===== config.mk =====
export PLATFORM = sky130hd
export DESIGN_NAME = ram_access_arbiter_flat
export DESIGN_NICKNAME = d
export VERILOG_FILES = /design/src/rtl/ram_access_arbiter_pkg.sv /design/src/rtl/ram_access_arbiter_if.sv /design/src/rtl/ram_access_arbiter_rr_arbiter2.sv /design/src/rtl/ram_access_arbiter.sv /design/src/flat_wrapper.sv
export SDC_FILE = /design/constraint.sdc
export NUM_CORES = 1
export LEC_CHECK = 0
export ABC_AREA = 0
export ABC_CLOCK_PERIOD_IN_PS = 1500
export CAP_MARGIN = 10
export CORE_MARGIN = 2
export CORE_UTILIZATION = 50
export DETAILED_ROUTE_END_ITERATION = 7
export DONT_BUFFER_PORTS = 1
export PLACE_DENSITY = 0.7
export RECOVER_POWER = 25
export SETUP_SLACK_MARGIN = 0.02
export SYNTH_ARGS = -nofsm -noshare
export SYNTH_HDL_FRONTEND = slang
export SYNTH_SLANG_ARGS = --single-unit
export TNS_END_PERCENT = 10

===== constraint.sdc =====
create_clock -name clk -period 1.5 [get_ports clk]
set_input_delay 0.45 -clock clk [delete_from_list [all_inputs] [get_ports clk]]
set_output_delay 0.45 -clock clk [all_outputs]
set_load 0.02 [all_outputs]

===== src/rtl/ram_access_arbiter_pkg.sv =====
// Shared types for the RAM access arbiter: FSM states, RAM command opcodes
// and the one-hot ack encoder.
package ram_access_pkg;

   typedef enum logic [2:0] {IDLE, ADDR, WDATA, RCMD, RWAIT, DONE} state_t;

   localparam logic [1:0] OP_WR_ADDR = 2'b00;
   localparam logic [1:0] OP_WR_DATA = 2'b01;
   localparam logic [1:0] OP_RD_ADDR = 2'b10;
   localparam logic [1:0] OP_RD_DATA = 2'b11;

   function automatic logic [1:0] ack_onehot(input logic g);
      return g ? 2'b10 : 2'b01;
   endfunction

endpackage


===== src/rtl/ram_access_arbiter_if.sv =====
// Requester-side bus of the RAM access arbiter. Both requesters share one
// packed bus; the arbiter sits on the slave modport.
interface ram_access_arbiter_if #(
   parameter int ADDR_SIZE = 8,
   parameter int DATA_W    = 8
);
   logic [1:0]             req;
   logic [1:0]             we;
   logic [2*ADDR_SIZE-1:0] addr;
   logic [2*DATA_W-1:0]    wdata;
   logic [1:0]             ack;
   logic [DATA_W-1:0]      rdata;
   logic                   err;
   logic                   busy;

   modport master (output req, we, addr, wdata, input ack, rdata, err, busy);
   modport slave  (input req, we, addr, wdata, output ack, rdata, err, busy);
endinterface


===== src/rtl/ram_access_arbiter_rr_arbiter2.sv =====
// Two-way grant encoder. Round-robin on ties by default; with
// RAM_ACCESS_ARB_FIXED_PRIO_EN defined, requester 0 always wins a tie.
module rr_arbiter2 (
   input  logic       clk,
   input  logic       rst,
   input  logic [1:0] req,
   input  logic       grant_en,
   output logic       grant
);
`ifdef RAM_ACCESS_ARB_FIXED_PRIO_EN
   assign grant = ~req[0];
`else
   logic last_grant;

   assign grant = (req == 2'b11) ? ~last_grant : req[1];

   // Reset to 1 so requester 0 wins the first tie.
   always_ff @(posedge clk) begin
      if (rst)
         last_grant <= 1'b1;
      else if (grant_en)
         last_grant <= grant;
   end
`endif
endmodule


===== src/rtl/ram_access_arbiter.sv =====
// Shares one single-port RAM between two requesters and turns each granted
// access into the RAM's 10-bit command stream. Option: RAM_ACCESS_ARB_FIXED_PRIO_EN.
//
// state | meaning
// IDLE  | idle word on RAM, waiting for any req
// ADDR  | address command (write or read opcode)
// WDATA | write data command
// RCMD  | read-data request command
// RWAIT | waiting for ram_tx_valid, bounded by TIMEOUT
// DONE  | one-cycle ack to the granted requester
module ram_access_arbiter
   import ram_access_pkg::*;
#(
   parameter int ADDR_SIZE = 8,
   parameter int DATA_W    = 8,
   parameter int TIMEOUT   = 15
) (
   input  logic                   clk,
   input  logic                   rst,
   ram_access_arbiter_if.slave    bus,
   output logic [ADDR_SIZE+1:0]   ram_din,
   output logic                   ram_rx_valid,
   input  logic [DATA_W-1:0]      ram_dout,
   input  logic                   ram_tx_valid
);
   localparam int CNT_W = $clog2(TIMEOUT + 1);
   localparam logic [ADDR_SIZE+1:0] IDLE_WORD = {OP_WR_ADDR, {ADDR_SIZE{1'b0}}};

   state_t                 state;
   logic                   grant;
   logic                   grant_en;
   logic                   grant_q;
   logic                   we_q;
   logic [ADDR_SIZE-1:0]   addr_q;
   logic [DATA_W-1:0]      wdata_q;
   logic [CNT_W-1:0]       cnt;
   logic                   sel_we;
   logic [ADDR_SIZE-1:0]   sel_addr;
   logic [DATA_W-1:0]      sel_wdata;

   assign grant_en  = (state == IDLE) && (|bus.req);
   assign sel_we    = grant ? bus.we[1] : bus.we[0];
   assign sel_addr  = grant ? bus.addr[2*ADDR_SIZE-1:ADDR_SIZE] : bus.addr[ADDR_SIZE-1:0];
   assign sel_wdata = grant ? bus.wdata[2*DATA_W-1:DATA_W] : bus.wdata[DATA_W-1:0];

   rr_arbiter2 u_arb (
      .clk      (clk),
      .rst      (rst),
      .req      (bus.req),
      .grant_en (grant_en),
      .grant    (grant)
   );

   // Outputs are registered together with the state they belong to, so each
   // branch loads the values for the state being entered.
   always_ff @(posedge clk) begin
      if (rst) begin
         state        <= IDLE;
         grant_q      <= 1'b0;
         we_q         <= 1'b0;
         addr_q       <= '0;
         wdata_q      <= '0;
         cnt          <= '0;
         bus.ack      <= '0;
         bus.rdata    <= '0;
         bus.err      <= 1'b0;
         bus.busy     <= 1'b0;
         ram_din      <= '0;
         ram_rx_valid <= 1'b0;
      end else begin
         bus.ack <= '0;
         case (state)
            IDLE: begin
               if (grant_en) begin
                  grant_q      <= grant;
                  we_q         <= sel_we;
                  addr_q       <= sel_addr;
                  wdata_q      <= sel_wdata;
                  ram_din      <= {sel_we ? OP_WR_ADDR : OP_RD_ADDR, sel_addr};
                  ram_rx_valid <= 1'b1;
                  bus.busy     <= 1'b1;
                  state        <= ADDR;
               end
            end
            ADDR: begin
               ram_rx_valid <= 1'b1;
               if (we_q) begin
                  ram_din <= {OP_WR_DATA, ADDR_SIZE'(wdata_q)};
                  state   <= WDATA;
               end else begin
                  ram_din <= {OP_RD_DATA, {ADDR_SIZE{1'b0}}};
                  state   <= RCMD;
               end
            end
            WDATA: begin
               ram_din      <= IDLE_WORD;
               ram_rx_valid <= 1'b0;
               bus.ack      <= ack_onehot(grant_q);
               state        <= DONE;
            end
            RCMD: begin
               ram_din      <= IDLE_WORD;
               ram_rx_valid <= 1'b0;
               state        <= RWAIT;
            end
            RWAIT: begin
               if (ram_tx_valid) begin
                  bus.rdata <= ram_dout;
                  bus.err   <= 1'b0;
                  bus.ack   <= ack_onehot(grant_q);
                  state     <= DONE;
               end else if (cnt == CNT_W'(TIMEOUT)) begin
                  bus.rdata <= '0;
                  bus.err   <= 1'b1;
                  bus.ack   <= ack_onehot(grant_q);
                  state     <= DONE;
               end else begin
                  cnt <= cnt + 1'b1;
               end
            end
            DONE: begin
               cnt      <= '0;
               bus.busy <= 1'b0;
               state    <= IDLE;
            end
            default: begin
               bus.busy <= 1'b0;
               state    <= IDLE;
            end
         endcase
      end
   end
endmodule


===== src/flat_wrapper.sv =====
// flat-port wrapper written by rule: the top's interface ports become plain ports
module ram_access_arbiter_flat import ram_access_pkg::*;
#(
   parameter int ADDR_SIZE = 8,
   parameter int DATA_W    = 8,
   parameter int TIMEOUT   = 15
)
  (clk, rst, ram_din, ram_rx_valid, ram_dout, ram_tx_valid, bus_req, bus_we, bus_addr, bus_wdata, bus_ack, bus_rdata, bus_err, bus_busy);
  ram_access_arbiter_if #(.ADDR_SIZE(ADDR_SIZE), .DATA_W(DATA_W)) bus_i ();
  input  logic clk;
  input  logic rst;
  output logic [ADDR_SIZE+1:0] ram_din;
  output logic ram_rx_valid;
  input  logic [DATA_W-1:0] ram_dout;
  input  logic ram_tx_valid;
  input wire logic [$bits(bus_i.req)-1:0] bus_req;
  input wire logic [$bits(bus_i.we)-1:0] bus_we;
  input wire logic [$bits(bus_i.addr)-1:0] bus_addr;
  input wire logic [$bits(bus_i.wdata)-1:0] bus_wdata;
  output wire logic [$bits(bus_i.ack)-1:0] bus_ack;
  output wire logic [$bits(bus_i.rdata)-1:0] bus_rdata;
  output wire logic [$bits(bus_i.err)-1:0] bus_err;
  output wire logic [$bits(bus_i.busy)-1:0] bus_busy;
  assign bus_i.req = bus_req;
  assign bus_i.we = bus_we;
  assign bus_i.addr = bus_addr;
  assign bus_i.wdata = bus_wdata;
  assign bus_ack = bus_i.ack;
  assign bus_rdata = bus_i.rdata;
  assign bus_err = bus_i.err;
  assign bus_busy = bus_i.busy;
  ram_access_arbiter #(.ADDR_SIZE(ADDR_SIZE), .DATA_W(DATA_W), .TIMEOUT(TIMEOUT)) u_core (.clk(clk), .rst(rst), .bus(bus_i), .ram_din(ram_din), .ram_rx_valid(ram_rx_valid), .ram_dout(ram_dout), .ram_tx_valid(ram_tx_valid));
endmodule

==> flow_summary.ini, run 1 <==
[synth]
synth_nets = 242
ys_ff_latch = 41
ys_types = 42
syn_inst = 194
avgSynthCellArea_um2 = 9.22
yosysTopAreaCell = dfxtp_1
synth_ff_type = dfxtp_1
synth.most_common_cell = dfxtp_1
async_flop_share_pct = 0
ys_warn_count = 0
ys_seq_area_share_pct = 45.9
ys_top_cells_by_area = dfxtp_1, nor2_1, a22o_1
yosys.area.top_type_share_pct = 45.9
syn-cell-area_mm2 = 0.00179
synth_edf_count = 0
synthTopCellsByCount = dfxtp_1, nor2_1, nor3_1

[route]
wire_per_inst_um = 17.6
route.detailed.drc = 0
ant_nets = 0
drtIter0Drc = 79
vias = 1626
drtPass1Iterations = 4
totalWireLength_mm = 4.56
viasPerCell = 6.28

[critical_path]
cp_data_required_time_ns = 1.75
r2r-start = u_core.state[0]$_SDFFE_PP0P_
crit_slowest_cell = or3b_1
slowest_delay_ns = 0.40
critPathLaunchType = flop
critPathTopFamily = simple AND/OR/NAND/NOR gates
path_depth = 5
regToRegSetupSlack_ns = 0.04
path_class = flop to flop
path_cells = buf_4 > or3b_1 > nor2_1 > nor2_2 > a22o_1
r2r_cells = 5
reg2reg_to = u_core.bus.rdata[4]$_SDFFE_PP0P_
end_kind = flop
crit_arrival_ns = 1.71
crit_buf_inv = 1
cp_max_fo = 8

[clock_network]
cts_tree = yes
worst_skew_pair.late_latency_ns = 0.35
clock-sinks = 41
clockBufferDepth = 2
cts_hold_buffers = 0
h-tree-depth = 2
clkTransAtPathRegs_ns = 0.11
cts-root-buf = clkbuf_4
numCtsBuffers = 5

[timing]
final-max-slew-violation-count = 0
period_share_pct = 97.6
relSlewSlack_pct = 70.1
post-route-min-period_ns = 1.46
rsz0062_at_grt = true
clock.fmax_mhz = 683
fin_ws_ns = 0.0359
setup_violations = 0
worst_pin_slew_ns = 0.449
skew_ns = 0.00297
hold_viol = 0
hold-worst-slack_ns = 0.157

[placed_design]
place_ws_ns = -0.312
hpwl_mm = 3.10
gp_congestion = 0.807
portBuffers = 0

[global_routing]
grt.overflow.total = 0
antenna_found_initial = 0
grt_pass1_wl_mm = 6.99
grt_max_degree = 28
grt_usage_pct = 22.0
grt_pass1_vias = 1544

[power]
power_density_mw_per_mm2 = 1210
p_leak_nw = 0.835
ir_drop_uv = 594

[layout]
nNetsFinal = 260
n_antenna_cell = 0
area_growth_pct = 17.1
layout-drive-gt1-share_pct = 24.9
fin_util_pct = 61.8

[outcome]
status = complete, no violations

[floorplanning]
io_pins = 70
num_rows = 21
die_area_mm2 = 0.00407
core_mm2 = 0.00339
start_util_pct = 52.8
die_y_um = 63.8
dieWidth_um = 63.8

[flow_run]
maxCapViolations = 0

[min_path]
min_path_cells = 1
hold_path.class = input port to flop
min_to = u_core.state[0]$_SDFFE_PP0P_
hp-start = rst
kinds of logic (layout without fill, tap and decap cells):
group,Yosys count,count (layout),synth area share [%]
and+or+nand+nor,61,61,17.1
DFF,41,41,45.9
muxes,8,8,5.25
buffers and inverters,18,35,4.62
AOI/OAI and AO/OA,65,67,26.5
adders and majority gates,1,1,0.700
report_power, final:
group          switching, mW  internal (mW)
Sequential             0.158           1.20
Clock                  0.351          0.272
Combinational          0.287          0.264
Total                  0.796           1.74
cell type report:
type	instances	area [um2]
Fill cell	291	1300
Sequential cell	41	827
Inverter	5	18.8
Clock inverter	1	5.00
Clock buffer	7	65.1
Multi-Input combinational cell	137	955
Timing Repair Buffer	22	165
Tap cell	46	57.6
stage by stage:
stage,power [mW],cell area (um2),setup TNS [ns],std cells
4_1_cts,2.48,2030,0,255
5_1_grt,2.66,2090,-0.0280,259
3_3_place_gp,1.84,1940,-1.85,247
6_report,2.53,2090,0,259
2_1_floorplan,1.71,1790,0,194
3_5_place_dp,1.87,1940,-2.59,247
worst register-to-register path, cell delays in order, from the launching register on:
cell and delay [ns]:
dfxtp_2 0.37, buf_4 0.16, or3b_1 0.40, nor2_1 0.15, nor2_2 0.10, a22o_1 0.19
repair_timing:
action                                  in CTS  in global routing
cloned                                       0                  2
pin swaps                                    1                  3
gates resized for setup                      7                  8
endpoints found under the hold margin        0                  0
endpoints found under the setup margin      21                 24
buffers inserted                             0                  2
worst max path at each step:
| stage | from | end | slack, ns |
|---|---|---|---|
| floorplan | bus_req[1] | u_core.ram_din[3]$_SDFFE_PP0P_ | 0.006 |
| global placement | bus_req[1] | u_core.ram_din[0]$_SDFFE_PP0P_ | -0.24 |
| detailed placement | bus_req[1] | u_core.ram_din[5]$_SDFFE_PP0P_ | -0.31 |
| CTS | u_core.state[1]$_SDFFE_PP0P_ | u_core.wdata_q[5]$_SDFFE_PP0P_ | 0.02 |
| global route | u_core.cnt[0]$_SDFFE_PP0P_ | u_core.state[0]$_SDFFE_PP0P_ | -0.01 |
| finish | u_core.state[0]$_SDFFE_PP0P_ | u_core.bus.rdata[4]$_SDFFE_PP0P_ | 0.04 |
layer usage:
layer	routed length, um	track usage (%)	up-vias
met1	2030	27.1	776
met4	83	8.97	0
li1	-	-	768
met3	360	6.51	12
met5	0	0	-
met2	2090	35.7	70
cells in the final DEF (no fill, tap or decap), types with 2 or more instances in the layout:
cell      instances
dfxtp_2           5
a221oi_1          2
nand2_1           6
a32o_1            2
a211oi_1          6
clkbuf_8          2
dfxtp_1          36
a31oi_1           3
inv_1             5
nor2_2            2
a22o_1            8
a221oi_2          5
nor2_1           22
a21oi_1          12
o22ai_1           8
mux2_1            6
nand2b_1          3
a311oi_1          2
nor3_1           12
o21ai_0           9
and3_1            3
nor2b_1           3
clkbuf_4          5
buf_4            22
registers in the layout, summed over array words and instances (netlist names):
name and count:
u_core.ram_din 10, u_core.bus.rdata 8, u_core.wdata_q 8, u_core.cnt 4, u_core.state 3, u_core.bus.ack 2, u_core.bus.busy 1, u_core.bus.err 1
u_core.grant_q 1, u_core.ram_rx_valid 1, u_core.u_arb.last_grant 1, u_core.we_q 1
Note: power is estimated with default switching activity, not from simulation.
==> inputs of run 2 (changes only) <==
Settings changed: CTS_BUF_LIST set to sky130_fd_sc_hd__clkbuf_8.
==> flow_summary.ini, run 2 (synthesis gave the netlist of run 1 again) <==
[critical_path]
slowest_delay_ns = 0.36
cp_data_required_time_ns = 1.72
end_kind = flop
crit_arrival_ns = 1.70
cp_max_fo = 10
critPathLaunchType = flop
path_class = flop to flop
crit_buf_inv = 1
path_cells = buf_4 > nor3_4 > a21boi_4 > nor2_1 > a211oi_2
critPathTopFamily = compound AO/OA/AOI/OAI gates
crit_slowest_cell = dfxtp_2

[clock_network]
cts_tree = yes
clock-sinks = 41
cts_hold_buffers = 0
cts-root-buf = clkbuf_8
h-tree-depth = 2
clockBufferDepth = 2
worst_skew_pair.late_latency_ns = 0.30
postCtsSetupBuffers = 0
clkTransAtPathRegs_ns = 0.08
numCtsBuffers = 5

[layout]
seq_area_um2 = 827
mostFrequentLayoutCell = dfxtp_1
top_register = u_core.ram_din
fillCellCount = 290
largest_register_ffs = 10
layout-drive-gt1-share_pct = 23.4
n_antenna_cell = 0
reg.largest.list = u_core.ram_din (10), u_core.bus.rdata (8), u_core.wdata_q (8)
area_growth_pct = 17.3
layout_common_cells = dfxtp_1, nor2_1, buf_4
multi_input_area_um2 = 942
final_area_mm2 = 0.00210
nNetsFinal = 256

[route]
drtPass1Iterations = 4
wire_per_inst_um = 17.1
wl_met3_um = 303
ant_nets = 0
totalWireLength_mm = 4.36
highest_layer = met4
met1Wirelength_mm = 1.92
vias = 1581
route.detailed.drc = 0
drtIter0Drc = 97
wl_met2_mm = 2.04
viasPerCell = 6.20

[timing]
rsz0062_at_grt = true
final-max-slew-violation-count = 0
setup_violations = 0
hold-worst-slack_ns = 0.214
skew_ns = 0.00362
worst_pin_slew_ns = 0.455
post-route-min-period_ns = 1.48
period_share_pct = 98.9
clock.fmax_mhz = 674
relSlewSlack_pct = 69.6
hold_viol = 0
finalSetupTns_ns = 0

[power]
swShare_pct = 30.2
p_leak_nw = 0.831
pwr-share-clk_pct = 29.6
pwr-share-comb_pct = 19.8
seqPwrFrac_pct = 50.6
ir_drop_uv = 623
p_int_mw = 1.86
p_switching_uw = 808
power_density_mw_per_mm2 = 1270

[floorplanning]
core_mm2 = 0.00339
start_util_pct = 52.8
die_y_um = 63.8
io_pins = 70
dieWidth_um = 63.8
die_area_mm2 = 0.00407
num_rows = 21

[min_path]
hold_path.class = input port to flop

[global_routing]
grt.overflow.total = 0
grt_usage_pct = 22.3
antenna_found_initial = 0
grt_pass1_vias = 1540
grt_pass1_wl_mm = 7.02
grt_max_degree = 28

[placed_design]
gp_congestion = 0.807
place_area_mm2 = 0.00194
hpwl_mm = 3.10
portBuffers = 0

[flow_run]
maxCapViolations = 0

[outcome]
status = complete, no violations
## run 2: timing repair
| item | 4_1_cts | 5_1_grt |
|---|---|---|
| pin swaps | 0 | 2 |
| gates resized for setup | 6 | 10 |
| gates cloned | 0 | 0 |
| endpoints found under the setup margin | 22 | 29 |
## run 2: layout make-up
class / count / area share (%)
Timing Repair Buffer: 20 / 7.16
Multi-Input combinational cell: 135 / 44.9
Clock buffer: 7 / 4.59
Clock inverter: 1 / 0.239
Inverter: 5 / 0.895
Sequential cell: 41 / 39.4
Tap cell: 46 / 2.74
## run 2: metrics by stage
stage / utilization (%) / std cells / power (mW) / setup slack, ns
2_1_floorplan: - / 194 / 1.71 / 0.00600
3_3_place_gp: 57.2 / 247 / 1.84 / -0.236
3_5_place_dp: 57.2 / 247 / 1.87 / -0.312
4_1_cts: 60.5 / 255 / 2.65 / 0.0221
5_1_grt: 61.9 / 255 / 2.81 / -0.0463
6_report: 61.9 / 255 / 2.67 / 0.0171
## run 2: power by group through the flow
| stage | logic (mW) | clock network (mW) | registers [mW] |
|---|---|---|---|
| after floorplan | 0.375 | 0 | 1.34 |
| after global placement | 0.473 | 0 | 1.37 |
| after detailed placement | 0.493 | 0 | 1.37 |
| after CTS | 0.500 | 0.796 | 1.35 |
| after global routing | 0.582 | 0.857 | 1.37 |
| final | 0.529 | 0.790 | 1.35 |
## run 2: path summary, 6_finish.rpt
kind,startpoint,to,slack (ns),cells after the start
setup reg to reg,u_core.state[1]$_SDFFE_PP0P_,u_core.wdata_q[4]$_SDFFE_PP0P_,0.02,5
setup / recovery,u_core.state[1]$_SDFFE_PP0P_,u_core.wdata_q[4]$_SDFFE_PP0P_,0.02,5
hold / removal,rst,u_core.state[0]$_SDFFE_PP0P_,0.21,1
hold reg to reg,u_core.grant_q$_SDFFE_PP0P_,u_core.bus.ack[0]$_SDFF_PP0_,0.44,1
## run 2: worst register-to-register path, delay by kind of cell (launching register included)
| kind | cells | cell delay (ns) |
|---|---|---|
| flops | 1 | 0.36 |
| buf+inv | 1 | 0.15 |
| simple gates | 2 | 0.33 |
| compound gates | 2 | 0.57 |
## run 2: metal layers
layer | vias to the layer above | track usage, %
met1 | 752 | 27.5
met2 | 62 | 35.5
met3 | 11 | 6.51
met5 | - | 0
met4 | 0 | 10.6
li1 | 756 | -
